**config.mk**
```make
export PLATFORM = sky130hd
export DESIGN_NAME = fixed_point_div_seq
export DESIGN_NICKNAME = d
export VERILOG_FILES = /design/src/rtl/fixed_point_div_pkg.sv /design/src/rtl/fixed_point_saturate.sv /design/src/rtl/fixed_point_div_seq.sv
export SDC_FILE = /design/constraint.sdc
export NUM_CORES = 1
export LEC_CHECK = 0
export ABC_AREA = 0
export BUFFER_PORTS_ARGS = -buffer_cell sky130_fd_sc_hd__buf_2
export CAP_MARGIN = 20
export CELL_PAD_IN_SITES_DETAIL_PLACEMENT = 0
export CELL_PAD_IN_SITES_GLOBAL_PLACEMENT = 2
export CORE_ASPECT_RATIO = 1.1
export CORE_UTILIZATION = 38
export DETAILED_ROUTE_END_ITERATION = 10
export PLACE_DENSITY_LB_ADDON = 0.1
export SETUP_SLACK_MARGIN = 0.4
export SYNTH_ARGS = -nofsm -noshare
export SYNTH_HDL_FRONTEND = slang
export SYNTH_SLANG_ARGS = --single-unit
export TNS_END_PERCENT = 20
```
**constraint.sdc**
```tcl
create_clock -name clk_in -period 4.56 [get_ports clk_in]
set_clock_uncertainty 0.05 [all_clocks]
set_input_delay 0.912 -clock clk_in [delete_from_list [all_inputs] [get_ports clk_in]]
set_output_delay 0.912 -clock clk_in [all_outputs]
set_load 0.01 [all_outputs]
```
**src/rtl/fixed_point_div_pkg.sv**
```systemverilog
// Shared types and dimension helpers for the sequential fixed-point divider.
package fixed_point_div_pkg;

  typedef enum logic [1:0] {
    StIdle   = 2'd0,
    StDivide = 2'd1,
    StDone   = 2'd2
  } div_state_e;

  // Left shift applied to |A| so the integer quotient lands on Q_FRAC_BITS.
  function automatic int div_shift(input int q_frac, input int b_frac, input int a_frac);
    return q_frac + b_frac - a_frac;
  endfunction

  // Quotient bits produced by the long division.
  function automatic int div_len(input int a_width, input int shift);
    return a_width + shift;
  endfunction

endpackage

```
**src/rtl/fixed_point_saturate.sv**
```systemverilog
// Clamps an unsigned quotient magnitude plus sign into a signed Q_WIDTH result.
module fixed_point_saturate #(
  parameter int MAG_W   = 30,
  parameter int Q_WIDTH = 16
) (
  input  logic [MAG_W-1:0]   mag,
  input  logic               neg,
  output logic [Q_WIDTH-1:0] q,
  output logic               overflow
);

  // Extra headroom keeps the compare exact whether MAG_W is wider or narrower than Q_WIDTH.
  localparam int EXT_W = ((MAG_W > Q_WIDTH) ? MAG_W : Q_WIDTH) + 1;
  localparam logic [EXT_W-1:0] POS_LIM = (EXT_W'(1) << (Q_WIDTH - 1)) - EXT_W'(1);
  localparam logic [EXT_W-1:0] NEG_LIM = EXT_W'(1) << (Q_WIDTH - 1);

  logic [EXT_W-1:0] mag_ext;

  always_comb begin
    mag_ext  = EXT_W'(mag);
    overflow = neg ? (mag_ext > NEG_LIM) : (mag_ext > POS_LIM);
    if (overflow) begin
      q = neg ? {1'b1, {(Q_WIDTH - 1){1'b0}}} : {1'b0, {(Q_WIDTH - 1){1'b1}}};
    end else begin
      q = neg ? -mag_ext[Q_WIDTH-1:0] : mag_ext[Q_WIDTH-1:0];
    end
  end

endmodule

```
**src/rtl/fixed_point_div_seq.sv**
```systemverilog
// Sequential signed fixed-point divider, one restoring-division bit per cycle.
// Define FIXED_POINT_DIV_ROUND_EN for round-half-away-from-zero (one extra iteration).
module fixed_point_div_seq
  import fixed_point_div_pkg::*;
#(
  parameter int A_WIDTH     = 16,
  parameter int A_FRAC_BITS = 14,
  parameter int B_WIDTH     = 16,
  parameter int B_FRAC_BITS = 14,
  parameter int Q_WIDTH     = 16,
  parameter int Q_FRAC_BITS = 14
) (
  input  logic               clk_in,
  input  logic               rst_in,
  input  logic               valid_in,
  output logic               ready_out,
  input  logic [A_WIDTH-1:0] A,
  input  logic [B_WIDTH-1:0] B,
  output logic               valid_out,
  input  logic               ready_in,
  output logic [Q_WIDTH-1:0] Q,
  output logic               div_by_zero_out,
  output logic               overflow_out
);

  localparam int S = div_shift(Q_FRAC_BITS, B_FRAC_BITS, A_FRAC_BITS);
  localparam int N = div_len(A_WIDTH, S);
`ifdef FIXED_POINT_DIV_ROUND_EN
  localparam int RND = 1;
`else
  localparam int RND = 0;
`endif
  localparam int ITER  = N + RND;
  localparam int CNT_W = $clog2(ITER + 1);

  if (S < 0) begin : g_bad_shift
    $error("fixed_point_div_seq: Q_FRAC_BITS + B_FRAC_BITS - A_FRAC_BITS must be >= 0");
  end

  div_state_e         state_q, state_d;
  logic [ITER-1:0]    quo_q, quo_d;
  logic [B_WIDTH:0]   rem_q, rem_d;
  logic [B_WIDTH:0]   div_q, div_d;
  logic               sign_q, sign_d;
  logic               dbz_q, dbz_d;
  logic [CNT_W-1:0]   cnt_q, cnt_d;

  logic [A_WIDTH:0]   a_mag;
  logic [B_WIDTH:0]   b_mag;
  logic [ITER-1:0]    num_load;
  logic [B_WIDTH+1:0] trial;
  logic [ITER-1:0]    mag;
  logic [Q_WIDTH-1:0] sat_q;
  logic               sat_ovf;

  // One extra magnitude bit keeps the most negative operand exact.
  always_comb begin
    a_mag    = A[A_WIDTH-1] ? -{A[A_WIDTH-1], A} : {A[A_WIDTH-1], A};
    b_mag    = B[B_WIDTH-1] ? -{B[B_WIDTH-1], B} : {B[B_WIDTH-1], B};
    num_load = ITER'(a_mag) << (S + RND);
    trial    = {rem_q, quo_q[ITER-1]} - {1'b0, div_q};
  end

  // quo_q holds the unconsumed numerator bits on the left and quotient bits on the right.
  always_comb begin
    state_d = state_q;
    quo_d   = quo_q;
    rem_d   = rem_q;
    div_d   = div_q;
    sign_d  = sign_q;
    dbz_d   = dbz_q;
    cnt_d   = cnt_q;
    unique case (state_q)
      StIdle: begin
        if (valid_in) begin
          quo_d   = num_load;
          rem_d   = '0;
          div_d   = b_mag;
          sign_d  = A[A_WIDTH-1] ^ B[B_WIDTH-1];
          dbz_d   = (B == '0);
          cnt_d   = CNT_W'(ITER - 1);
          state_d = (B == '0) ? StDone : StDivide;
        end
      end
      StDivide: begin
        rem_d = trial[B_WIDTH+1] ? {rem_q[B_WIDTH-1:0], quo_q[ITER-1]} : trial[B_WIDTH:0];
        quo_d = {quo_q[ITER-2:0], ~trial[B_WIDTH+1]};
        if (cnt_q == '0) begin
          state_d = StDone;
        end else begin
          cnt_d = cnt_q - CNT_W'(1);
        end
      end
      StDone: begin
        if (ready_in) begin
          state_d = StIdle;
        end
      end
      default: state_d = StIdle;
    endcase
  end

  always_ff @(posedge clk_in) begin
    if (rst_in) begin
      state_q <= StIdle;
      quo_q   <= '0;
      rem_q   <= '0;
      div_q   <= '0;
      sign_q  <= 1'b0;
      dbz_q   <= 1'b0;
      cnt_q   <= '0;
    end else begin
      state_q <= state_d;
      quo_q   <= quo_d;
      rem_q   <= rem_d;
      div_q   <= div_d;
      sign_q  <= sign_d;
      dbz_q   <= dbz_d;
      cnt_q   <= cnt_d;
    end
  end

`ifdef FIXED_POINT_DIV_ROUND_EN
  // The last iteration produced the half bit; add it to round the magnitude away from zero.
  assign mag = {1'b0, quo_q[ITER-1:1]} + {{(ITER - 1){1'b0}}, quo_q[0]};
`else
  assign mag = quo_q;
`endif

  fixed_point_saturate #(
    .MAG_W   (ITER),
    .Q_WIDTH (Q_WIDTH)
  ) u_saturate (
    .mag      (mag),
    .neg      (sign_q),
    .q        (sat_q),
    .overflow (sat_ovf)
  );

  assign ready_out = (state_q == StIdle);
  assign valid_out = (state_q == StDone);

  // Outputs are forced to zero outside DONE so reset and idle both read as Q=0, flags=0.
  always_comb begin
    Q               = '0;
    div_by_zero_out = 1'b0;
    overflow_out    = 1'b0;
    if (valid_out) begin
      if (dbz_q) begin
        Q               = sign_q ? {1'b1, {(Q_WIDTH - 1){1'b0}}} : {1'b0, {(Q_WIDTH - 1){1'b1}}};
        div_by_zero_out = 1'b1;
      end else begin
        Q            = sat_q;
        overflow_out = sat_ovf;
      end
    end
  end

endmodule

```
==> flow_summary.toml <==
[yosys]
yosysWarnings = 0
mappedNetlistArea_um2 = 4740
synth_edf_count = 0
synth_cells = 591
ys_ff_latch = 73
avgSynthCellArea_um2 = 8.02
synth_seq_area_share_pct = 30.8
synth_ff_type = "dfxtp_1"
syn_nets = 650
synthArstFlopShare_pct = 0
synth_cell_types = 58

[setup_path]
critical_path.startpoint_type = "register"
path_class = "reg2out"
critPathCaptureType = "output port"
worstReg2RegStart = "div_q[6]$_SDFFE_PP0P_"
cp_max_fo = 14
cp_data_required_time_ns = 3.60
r2r_cells = 9
r2r_slack_ns = 1.77
crit_arrival_ns = 2.64
rr_endpoint = "rem_q[11]$_SDFFE_PP0P_"

[floorplanning]
die_h_um = 119
dieArea_um2 = 12900
die_w_um = 108
core_um2 = 12100
ios = 56
initial_utilization_pct = 39.2
rows = 42

[layout]
final_area_um2 = 5400
nets = 690
layout-drive-gt1-share_pct = 14.2
syn_to_final_growth_pct = 13.9
n_fill_cell = 1271
n_antenna_cell = 0

[sta]
fin_crit_sh_pct = 78.9
hold_viol = 0
setup_tns_ns = 0
fmax_mhz = 278
finalSetupViolCount = 0
worst_pin_slew_ns = 0.592
drv_slew = 0
rsz0062_at_grt = "no"
slew_headroom_pct = 60.5
min_period_ns = 3.60

[job]
max_cap_violations = 0

[min_path]
min_delay_path_depth = 2
min-delay-start = "div_q[15]$_SDFFE_PP0P_"
whs_endpoint = "div_q[15]$_SDFFE_PP0P_"
hold_class = "reg2reg"

[clock_tree]
postCtsSetupBuffers = 0
clockBufferDepth = 2
htreeDepth = 3
root_buffer = "clkbuf_16"
clkTransAtPathRegs_ns = 0.06
cts_inserted_buffers = 9
clk_latency_ns = 0.34
cts_tree = "done"
hold_buffers = 0
postCtsResizedCells = 0
cts.sink_count = 73

[place]
gp_congestion = 0.798
placed_area_um2 = 5120
io_buffers = 55
hpwl_um = 8620

[global_routing]
grt_max_degree = 38
grt_pass1_vias = 4096
grt_use_total_pct = 19.3
grt-ovfl-total = 0
grt_pass1_wl_um = 19600
antenna_found_initial = 0

[detailed_routing]
drtAntennaViolNets = 0
drtIter0Drc = 235
firstDrtPassIters = 5
drcViolationCount = 0
wirelength_um = 11500
routed_via_density = 5.43
vias = 4291
avgRoutedWirePerCell_um = 14.6

[pwr]
vdd_ir_drop_max_v = 0.000225
leakage_nw = 2.24
powerDensity_nw_per_um2 = 427

[status]
status = "complete, no violations"
==> final cells by class <==
type | count | area, µm² | share of cell area, %
tap | 154 | 193 | 3.57
inverter | 33 | 124 | 2.29
timing repair buffer | 62 | 328 | 6.07
sequential | 73 | 1460 | 27.1
multi-input combinational | 452 | 3020 | 55.9
clock inverter | 3 | 15.0 | 0.278
clock buffer | 13 | 260 | 4.82
==> sequential cells by signal, indices dropped and copies added, names as in the netlist <==
name     count
rem_q       17
sign_q       1
state_q      2
dbz_q        1
cnt_q        5
mag         30
div_q       17
==> kinds of logic (layout without fill, tap and decap cells) <==
family          count (synthesis)  in the layout  share of synthesized area, %
simple gates                  196            196                          19.6
compound gates                169            169                          25.6
flops                          73             73                          30.8
buf+inv                        66            111                          5.60
xor+xnor                       55             55                          10.2
fa+ha+maj                      23             23                          6.23
mux                             9              9                          1.93
==> per-layer routing <==
layer / vias to the layer above / track usage, % / share of wire [%]
li1: 2212 / - / -
met3: 16 / 4.60 / 3.2
met2: 60 / 32.8 / 50
met4: 0 / 6.76 / 1.5
met5: - / 0 / 0
met1: 2003 / 23.6 / 46
==> how the worst max path moves through the flow <==
stage | from | endpoint | slack (ns)
after floorplan | mag[2]$_SDFFE_PP0P_ | Q[10] | 1.57
after global placement | mag[6]$_SDFFE_PP0P_ | Q[1] | 1.38
after detailed placement | mag[2]$_SDFFE_PP0P_ | Q[13] | 1.32
after CTS | mag[2]$_SDFFE_PP0P_ | Q[13] | 0.94
after global routing | mag[2]$_SDFFE_PP0P_ | Q[8] | 0.71
final | mag[2]$_SDFFE_PP0P_ | Q[13] | 0.96
==> power by group <==
group | total [mW] | internal [mW] | switching (mW)
logic | 0.879 | 0.377 | 0.502
registers | 0.768 | 0.710 | 0.0580
clock network | 0.658 | 0.395 | 0.263
total | 2.31 | 1.48 | 0.823
==> cells in the mapped netlist (3+ instances only) <==
cell type,number,area [µm²]
nor2_1,87,327
dfxtp_1,73,1460
a21oi_1,42,210
nand2_1,41,154
inv_1,33,124
xor2_1,32,280
o21ai_0,29,145
clkbuf_1,28,105
xnor2_1,23,201
ha_1,22,275
a211oi_1,19,143
a22oi_1,15,113
nand2b_1,12,75.1
a221o_1,11,110
a222oi_1,11,110
o31ai_1,11,82.6
nor3_1,9,45.0
mux2i_1,8,80.1
nand3_1,6,30.0
nor4_1,6,37.5
o41ai_1,6,52.6
or3_1,5,31.3
a21o_1,4,30.0
or4_1,4,30.0
and2_1,3,18.8
and3_1,3,18.8
nand4_1,3,18.8
nor2b_1,3,18.8
nor3b_1,3,22.5
==> cell usage in the layout (no fill, tap or decap), types with 7 or more instances in the layout <==
cell / instances
nor3_1: 9
a211oi_1: 19
ha_1: 22
xnor2_1: 23
clkbuf_16: 9
xor2_1: 32
o31ai_1: 11
a22oi_1: 15
nand2_1: 41
buf_4: 7
inv_1: 33
a222oi_1: 11
a21oi_1: 42
o21ai_0: 29
dfxtp_1: 73
buf_2: 55
nand2b_1: 12
nor2_1: 86
a221o_1: 11
mux2i_1: 8
==> worst max-delay path: stages, from the launching register on <==
cell	delay, ns
dfxtp_1	0.37
nor4_1	0.35
nand2_1	0.17
or3_1	0.44
nor2b_2	0.14
o21ai_0	0.08
nand2_1	0.07
nand2_1	0.27
a21oi_1	0.24
buf_2	0.16
==> through the flow <==
step | setup WS [ns] | cells | power, mW | hold WS (ns) | util (%)
CTS | 0.943 | 790 | 2.34 | 0.409 | 44.7
floorplan | 1.57 | 591 | 1.47 | 0.378 | -
global placement | 1.38 | 774 | 1.66 | 0.397 | 42.4
detailed placement | 1.32 | 774 | 1.67 | 0.403 | 42.4
finish | 0.961 | 790 | 2.31 | 0.404 | 44.7
global route | 0.710 | 790 | 2.48 | 0.442 | 44.7
Note: power is estimated with default switching activity, not from simulation.
